<file path="config.mk">
export PLATFORM = sky130hd
export DESIGN_NAME = fe_pc_sequencer
export DESIGN_NICKNAME = d
export VERILOG_FILES = /design/src/rtl/fe_pc_sequencer.sv
export SDC_FILE = /design/constraint.sdc
export NUM_CORES = 1
export LEC_CHECK = 0
export ABC_AREA = 1
export BUFFER_PORTS_ARGS = -buffer_cell sky130_fd_sc_hd__buf_2
export CAP_MARGIN = 10
export CORE_MARGIN = 3
export CORE_UTILIZATION = 55
export DETAILED_ROUTE_END_ITERATION = 12
export MAX_ROUTING_LAYER = met4
export PLACE_DENSITY_LB_ADDON = 0.15
export SYNTH_ARGS = -nofsm -noshare
export SYNTH_HDL_FRONTEND = slang
export SYNTH_SLANG_ARGS = --single-unit
</file>
<file path="constraint.sdc">
create_clock -name clk -period 5.3 [get_ports clk]
set_clock_uncertainty 0.1 [all_clocks]
set_input_delay 0.53 -clock clk [delete_from_list [all_inputs] [get_ports clk]]
set_output_delay 0.53 -clock clk [all_outputs]
set_load 0.01 [all_outputs]
</file>
<file path="src/rtl/fe_pc_sequencer.sv">
// Fetch PC sequencer: owns the fetch PC, arbitrates WB/MEM/AGEX redirects, applies DE back-pressure
// and inserts a refill bubble window after each redirect. Define FE_PERF_CNT_EN for the perf counters.
module fe_pc_sequencer #(
    parameter int               DBITS         = 32,
    parameter logic [DBITS-1:0] STARTPC       = '0,
    parameter int               INSTSIZE      = 4,
    parameter int               REFILL_CYCLES = 1
) (
    input  logic             clk,
    input  logic             reset,
    input  logic             stall_DE,
    input  logic             br_mispred_AGEX,
    input  logic [DBITS-1:0] br_target_AGEX,
    input  logic             redir_MEM,
    input  logic [DBITS-1:0] redir_target_MEM,
    input  logic             redir_WB,
    input  logic [DBITS-1:0] redir_target_WB,
    output logic [DBITS-1:0] pc_FE,
    output logic             fetch_valid_FE,
    output logic             hold_FE_latch,
    output logic             flush_FE_latch,
    output logic             flush_DE_latch,
    output logic             flush_AGEX_latch,
`ifdef FE_PERF_CNT_EN
    output logic [DBITS-1:0] perf_stall_cycles,
    output logic [DBITS-1:0] perf_redirects,
`endif
    output logic [DBITS-1:0] inst_count_FE
);

    localparam logic [1:0] BOOT   = 2'd0;
    localparam logic [1:0] RUN    = 2'd1;
    localparam logic [1:0] STALL  = 2'd2;
    localparam logic [1:0] REFILL = 2'd3;

    localparam logic [3:0]       REFILL_LD = 4'(REFILL_CYCLES);
    localparam logic [DBITS-1:0] PC_STEP   = DBITS'(INSTSIZE);
    localparam logic [DBITS-1:0] ALIGN     = ~DBITS'(3);

    logic [1:0]       state;
    logic [3:0]       refill_cnt;
    logic             any_redir;
    logic [DBITS-1:0] redir_target;

    assign any_redir = redir_WB | redir_MEM | br_mispred_AGEX;

    // Oldest instruction wins; targets are forced word-aligned.
    always_comb begin
        redir_target = br_target_AGEX;
        if (redir_MEM) redir_target = redir_target_MEM;
        if (redir_WB)  redir_target = redir_target_WB;
        redir_target = redir_target & ALIGN;
    end

    always_comb begin
        fetch_valid_FE = 1'b0;
        hold_FE_latch  = 1'b0;
        if (state == RUN) begin
            fetch_valid_FE = ~stall_DE;
        end
        if (state == RUN || state == STALL) begin
            hold_FE_latch = stall_DE & ~any_redir;
        end
    end

    assign flush_FE_latch   = reset & any_redir;
    assign flush_DE_latch   = reset & (redir_MEM | redir_WB);
    assign flush_AGEX_latch = reset & redir_WB;

    always_ff @(posedge clk or negedge reset) begin
        if (!reset) begin
            state         <= BOOT;
            pc_FE         <= STARTPC;
            inst_count_FE <= DBITS'(1);
            refill_cnt    <= 4'd0;
        end else if (any_redir) begin
            pc_FE      <= redir_target;
            refill_cnt <= REFILL_LD;
            state      <= (REFILL_LD == 4'd0) ? RUN : REFILL;
        end else begin
            case (state)
                BOOT: state <= RUN;
                RUN: begin
                    if (stall_DE) begin
                        state <= STALL;
                    end else begin
                        pc_FE         <= pc_FE + PC_STEP;
                        inst_count_FE <= inst_count_FE + DBITS'(1);
                    end
                end
                STALL: begin
                    if (!stall_DE) state <= RUN;
                end
                REFILL: begin
                    // The bubble window runs down even while DE is stalled.
                    refill_cnt <= refill_cnt - 4'd1;
                    if (refill_cnt <= 4'd1) state <= stall_DE ? STALL : RUN;
                end
                default: state <= BOOT;
            endcase
        end
    end

`ifdef FE_PERF_CNT_EN
    always_ff @(posedge clk or negedge reset) begin
        if (!reset) begin
            perf_stall_cycles <= '0;
            perf_redirects    <= '0;
        end else begin
            if (state == STALL) perf_stall_cycles <= perf_stall_cycles + DBITS'(1);
            if (any_redir)      perf_redirects    <= perf_redirects + DBITS'(1);
        end
    end
`endif

endmodule

</file>
Word level (Yosys, flattened, before mapping):

Index checks and enable logic that the tools add are counted.

* $add $sub $neg: 3
* magnitude comparators: 1
* eq/ne operators: 7
* muxes and demuxes: 15
* bitwise operators: 8
* reductions and logical operators: 7

Operators with widths (number)
* 2-to-1 mux 32 bit: 5
* adder 32 x 1 -> 32 bit, second input constant: 1
* adder 32 x 3 -> 32 bit, second input constant: 1
* 2-to-1 mux 2 bit: 5
* inequality test 3 bit, second input constant: 3
* 2-to-1 mux 4 bit: 2
* case mux 2 bit (4 select lines): 1
* AND reduction 3 bit: 2
* bitwise AND 1 bit: 4
* == test 2 bit, second input constant: 2
* less-or-equal comparator 4 x 1 -> 1 bit, second input constant: 1
* nonzero test 2 bit: 2
* subtractor 4 x 1 -> 4 bit, second input constant: 1
* == test 2 x 1 -> 1 bit, second input constant: 1
* logical NOT 2 bit: 1
* 2-to-1 mux 1 bit: 2
* inequality test 2 x 1 -> 1 bit, second input constant: 1
* NOT 1 bit: 2
* OR 1 bit: 2
* AND reduction 2 bit: 1
* logical OR 1 bit: 1

* flip-flop bits (word level): 70
* output and inout port bits: 69

Logic depth before layout (Yosys ltp):

* depth in word-level cells: 5
* mapped depth: 12
* gate-level depth less buffers: 11

Worst setup path after synthesis:

No wires, ideal clock.

* path type: input to output
* start point: in redir_MEM
* end point: out flush_FE_latch
* data arrival time: 1238 ps
* data required time: 4670 ps
* slack: 3432 ps
* stages on the path: 6
* cells stage by stage: nor2_2 nand2_2 inv_2 buf_2 buf_2 nor2_1

* word-level cells in the longest chain between the ends: 3

RTL lines
* start: declaration: RTL line 14 `input logic redir_MEM,`
* OR 1 bit (2 in a row): RTL line 45 `assign any_redir = redir_WB | redir_MEM | br_mispred_AGEX;`
* bitwise AND 1 bit: RTL line 66 `assign flush_FE_latch = reset & any_redir;`
* end: declaration: RTL line 21 `output logic flush_FE_latch,`

Every way passes these cells.

Final worst setup path:

* start point: in redir_MEM
* end point: reg inst_count_FE[23]

* word-level cells in the longest chain between the ends: 4

RTL lines
* OR 1 bit (2 in a row): RTL line 45
* NOT 1 bit (no source line)
* AND reduction 3 bit (no source line)
* end signal: assignment: RTL line 88 `inst_count_FE <= inst_count_FE + DBITS'(1);`
* end: declaration: RTL line 28 `output logic [DBITS-1:0] inst_count_FE`

Every way passes these cells.
A chain may end at the register's enable or synchronous reset.

==> flow_summary.toml <==
[die]
dieArea_mm2 = 0.0101
core-area_mm2 = 0.00846
io_pins = 171
die_width_um = 101
die_y_um = 101
fp-row-count = 33
initial_core_util_pct = 58.3

[detailed_routing]
antenna_left = 0
highest_layer = "met4"
first_pass_iters = 5
drtIter0Drc = 370
num_vias = 5548
avgRoutedWirePerCell_um = 14.7
wl_met3_um = 1180
viasPerCell = 5.44
wl_met1_um = 5970
drc_errors = 0
met2_length_um = 7430
drt-total-wl_um = 15000

[clocking]
worstSkewPairLatency_ns = 0.35
cts_root_buffer = "clkbuf_8"
cts_setup_buffers = 0
cts.reportedPaths.clkPinSlew_ns = 0.08
htreeDepth = 3
ctsHoldBuffers = 0
cts.path.max_buffers = 2
cts_resized = 0
numCtsBuffers = 9
clkSinkCount = 68
cts_tree = "done"

[placement]
dp_cells = 1003
dp_slack_ns = 1.77
portBuffers = 162
place.gp.congestion = 0.960
post_dp_cell_area_mm2 = 0.00577
dp_hpwl_um = 11600

[run_status]
status = "finished clean"

[synthesis]
syn_area_mm2 = 0.00493
avgSynthCellArea_um2 = 6.50
synth_seq_area_share_pct = 34.5
netlist_instances = 759
ys_seq_elements = 68
synth_warnings = 0
ys_types = 36

[critical_path]
endpoint_kind = "register"
crit_type = "in2reg"
cp.required_ns = 5.44
critPathLaunchType = "input port"
cp.arrival_ns = 3.31
path_max_fanout = 39

[layout]
diodes = 0
area_delta_synth_final_pct = 21.1
fin_nets = 1018
layoutNonFillerInstCount = 1019
drive_above_1_share_pct = 22.1
final_area_mm2 = 0.00597
fill_cells = 712
finalCoreUtilization_pct = 70.5

[timing]
hold_viol = 0
relSlewSlack_pct = 43.6
setup_ws_ns = 2.13
period_share_pct = 59.9
fin_crit_ns = 3.17
setup_viol_count_final = 0
rsz0062_at_grt = "no"
drv_slew = 0
tightest_slew_ns = 0.846
fmax_mhz = 315
setup_tns_ns = 0

[pwr]
ir_drop_mv = 0.117
power_density_mw_per_mm2 = 219
p_leak_nw = 3.04

[grt]
gr-total-overflow = 0
grt_pass1_wl_um = 23500
grt.total_usage_pct = 30.0
grt_max_degree = 50
grt_pass1_vias = 5097
antenna_found_initial = 0

[job]
max-cap-violations = 0

[worst_hold_path]
hold_class = "in2async"
## flip-flops by register name, indices dropped and copies added (netlist names)
register	count
refill_cnt	4
state	2
inst_count_FE	32
pc_FE	30
## metal layers
| layer | track usage, % | vias up |
|---|---|---|
| met5 | - | - |
| met4 | 12.4 | 0 |
| met3 | 4.43 | 39 |
| met2 | 50.0 | 282 |
| met1 | 36.2 | 2503 |
| li1 | - | 2724 |
## layout by cell type, fill, tap and decap left out, drive strengths merged
cell      Yosys  layout
clkinvlp      0       2
nor3b         1       1
nand2       235     235
dfrtp        67      67
dfstp         1       1
a211oi        2       2
nand3b        4       4
o211ai        5       5
xor2         15      15
xnor2        12      12
and2          4       4
o221ai        1       1
inv          70      71
nor3         15      15
clkinv        0       3
nand3        61      61
nand4         8       8
o31ai         3       3
a21boi        1       1
nor2        128     128
buf          17     165
ha            7       7
conb          1       2
clkbuf       10       9
o22ai         2       2
bufinv        0       1
a21oi        53      53
a31oi         6       6
o21ai        30      30
## worst paths after layout
kind,to,slack [ns],start,depth (start not counted)
max in group asynchronous,inst_count_FE[24],4.01,reset,2
min,pc_FE[9],0.06,reset,1
min reg2reg,inst_count_FE[31],0.37,inst_count_FE[31],1
min in group clk,pc_FE[3],0.34,redir_target_WB[3],3
max,inst_count_FE[23],2.13,redir_MEM,10
max reg2reg,inst_count_FE[23],2.89,state[1],10
## stage by stage
step / hold WS, ns / power (mW)
3_3_place_gp: 0.355 / 0.873
6_report: 0.0628 / 1.31
3_5_place_dp: 0.358 / 0.880
2_1_floorplan: 0.134 / 0.753
5_1_grt: 0.0760 / 1.37
4_1_cts: 0.0580 / 1.31
## cell type report
cell class                 instances  area, um2  share of cell area, %
inverter                          70        263                   4.40
tap                              105        131                   2.20
clock inverter                     7       76.3                   1.28
sequential                        68       1700                   28.5
timing repair buffer             165        833                   14.0
clock buffer                       9        124                   2.07
multi-input combinational        595       2840                   47.6
## report_power, final
part	switching [mW]	internal, mW	total, mW
Combinational	0.163	0.105	0.268
Sequential	0.0528	0.552	0.605
Clock	0.216	0.219	0.435
Total	0.432	0.876	1.31
## cells by family (layout without fill, tap and decap cells)
group / after synthesis / after routing / synth area share, %
AO/OA/AOI/OAI: 103 / 103 / 11.3
XOR/XNOR: 27 / 27 / 4.79
adder cells (fa/ha/maj): 7 / 7 / 1.78
buffers and inverters: 97 / 251 / 7.97
flip-flops: 68 / 68 / 34.5
other: 1 / 2 / 0.0760
AND/OR/NAND/NOR: 456 / 456 / 39.6
## cell usage after synthesis (all sizes together)
master / count / area [um2]
buf: 17 / 92.6
o221ai: 1 / 8.76
clkbuf: 10 / 37.5
and2: 4 / 25.0
a211oi: 2 / 15.0
o211ai: 5 / 37.5
xor2: 15 / 131
dfstp: 1 / 26.3
dfrtp: 67 / 1680
nand3: 61 / 315
conb: 1 / 3.75
a21boi: 1 / 7.51
ha: 7 / 87.6
a31oi: 6 / 37.5
nor3b: 1 / 7.51
nand2: 235 / 887
a21oi: 53 / 265
nor3: 15 / 91.3
inv: 70 / 263
xnor2: 12 / 105
o22ai: 2 / 12.5
nand3b: 4 / 30.0
nand4: 8 / 50.1
nor2: 128 / 546
o31ai: 3 / 22.5
o21ai: 30 / 150
## worst max-delay path, stage by stage
cell     delay (ns)
buf_2          0.28
nor2_2         0.21
nand2_2        0.38
inv_2          0.69
nand2_2        0.09
inv_1          0.43
nand2_1        0.14
nor2_2         0.29
nand2_1        0.11
xnor2_1        0.14
(Power assumes the default switching activity.)
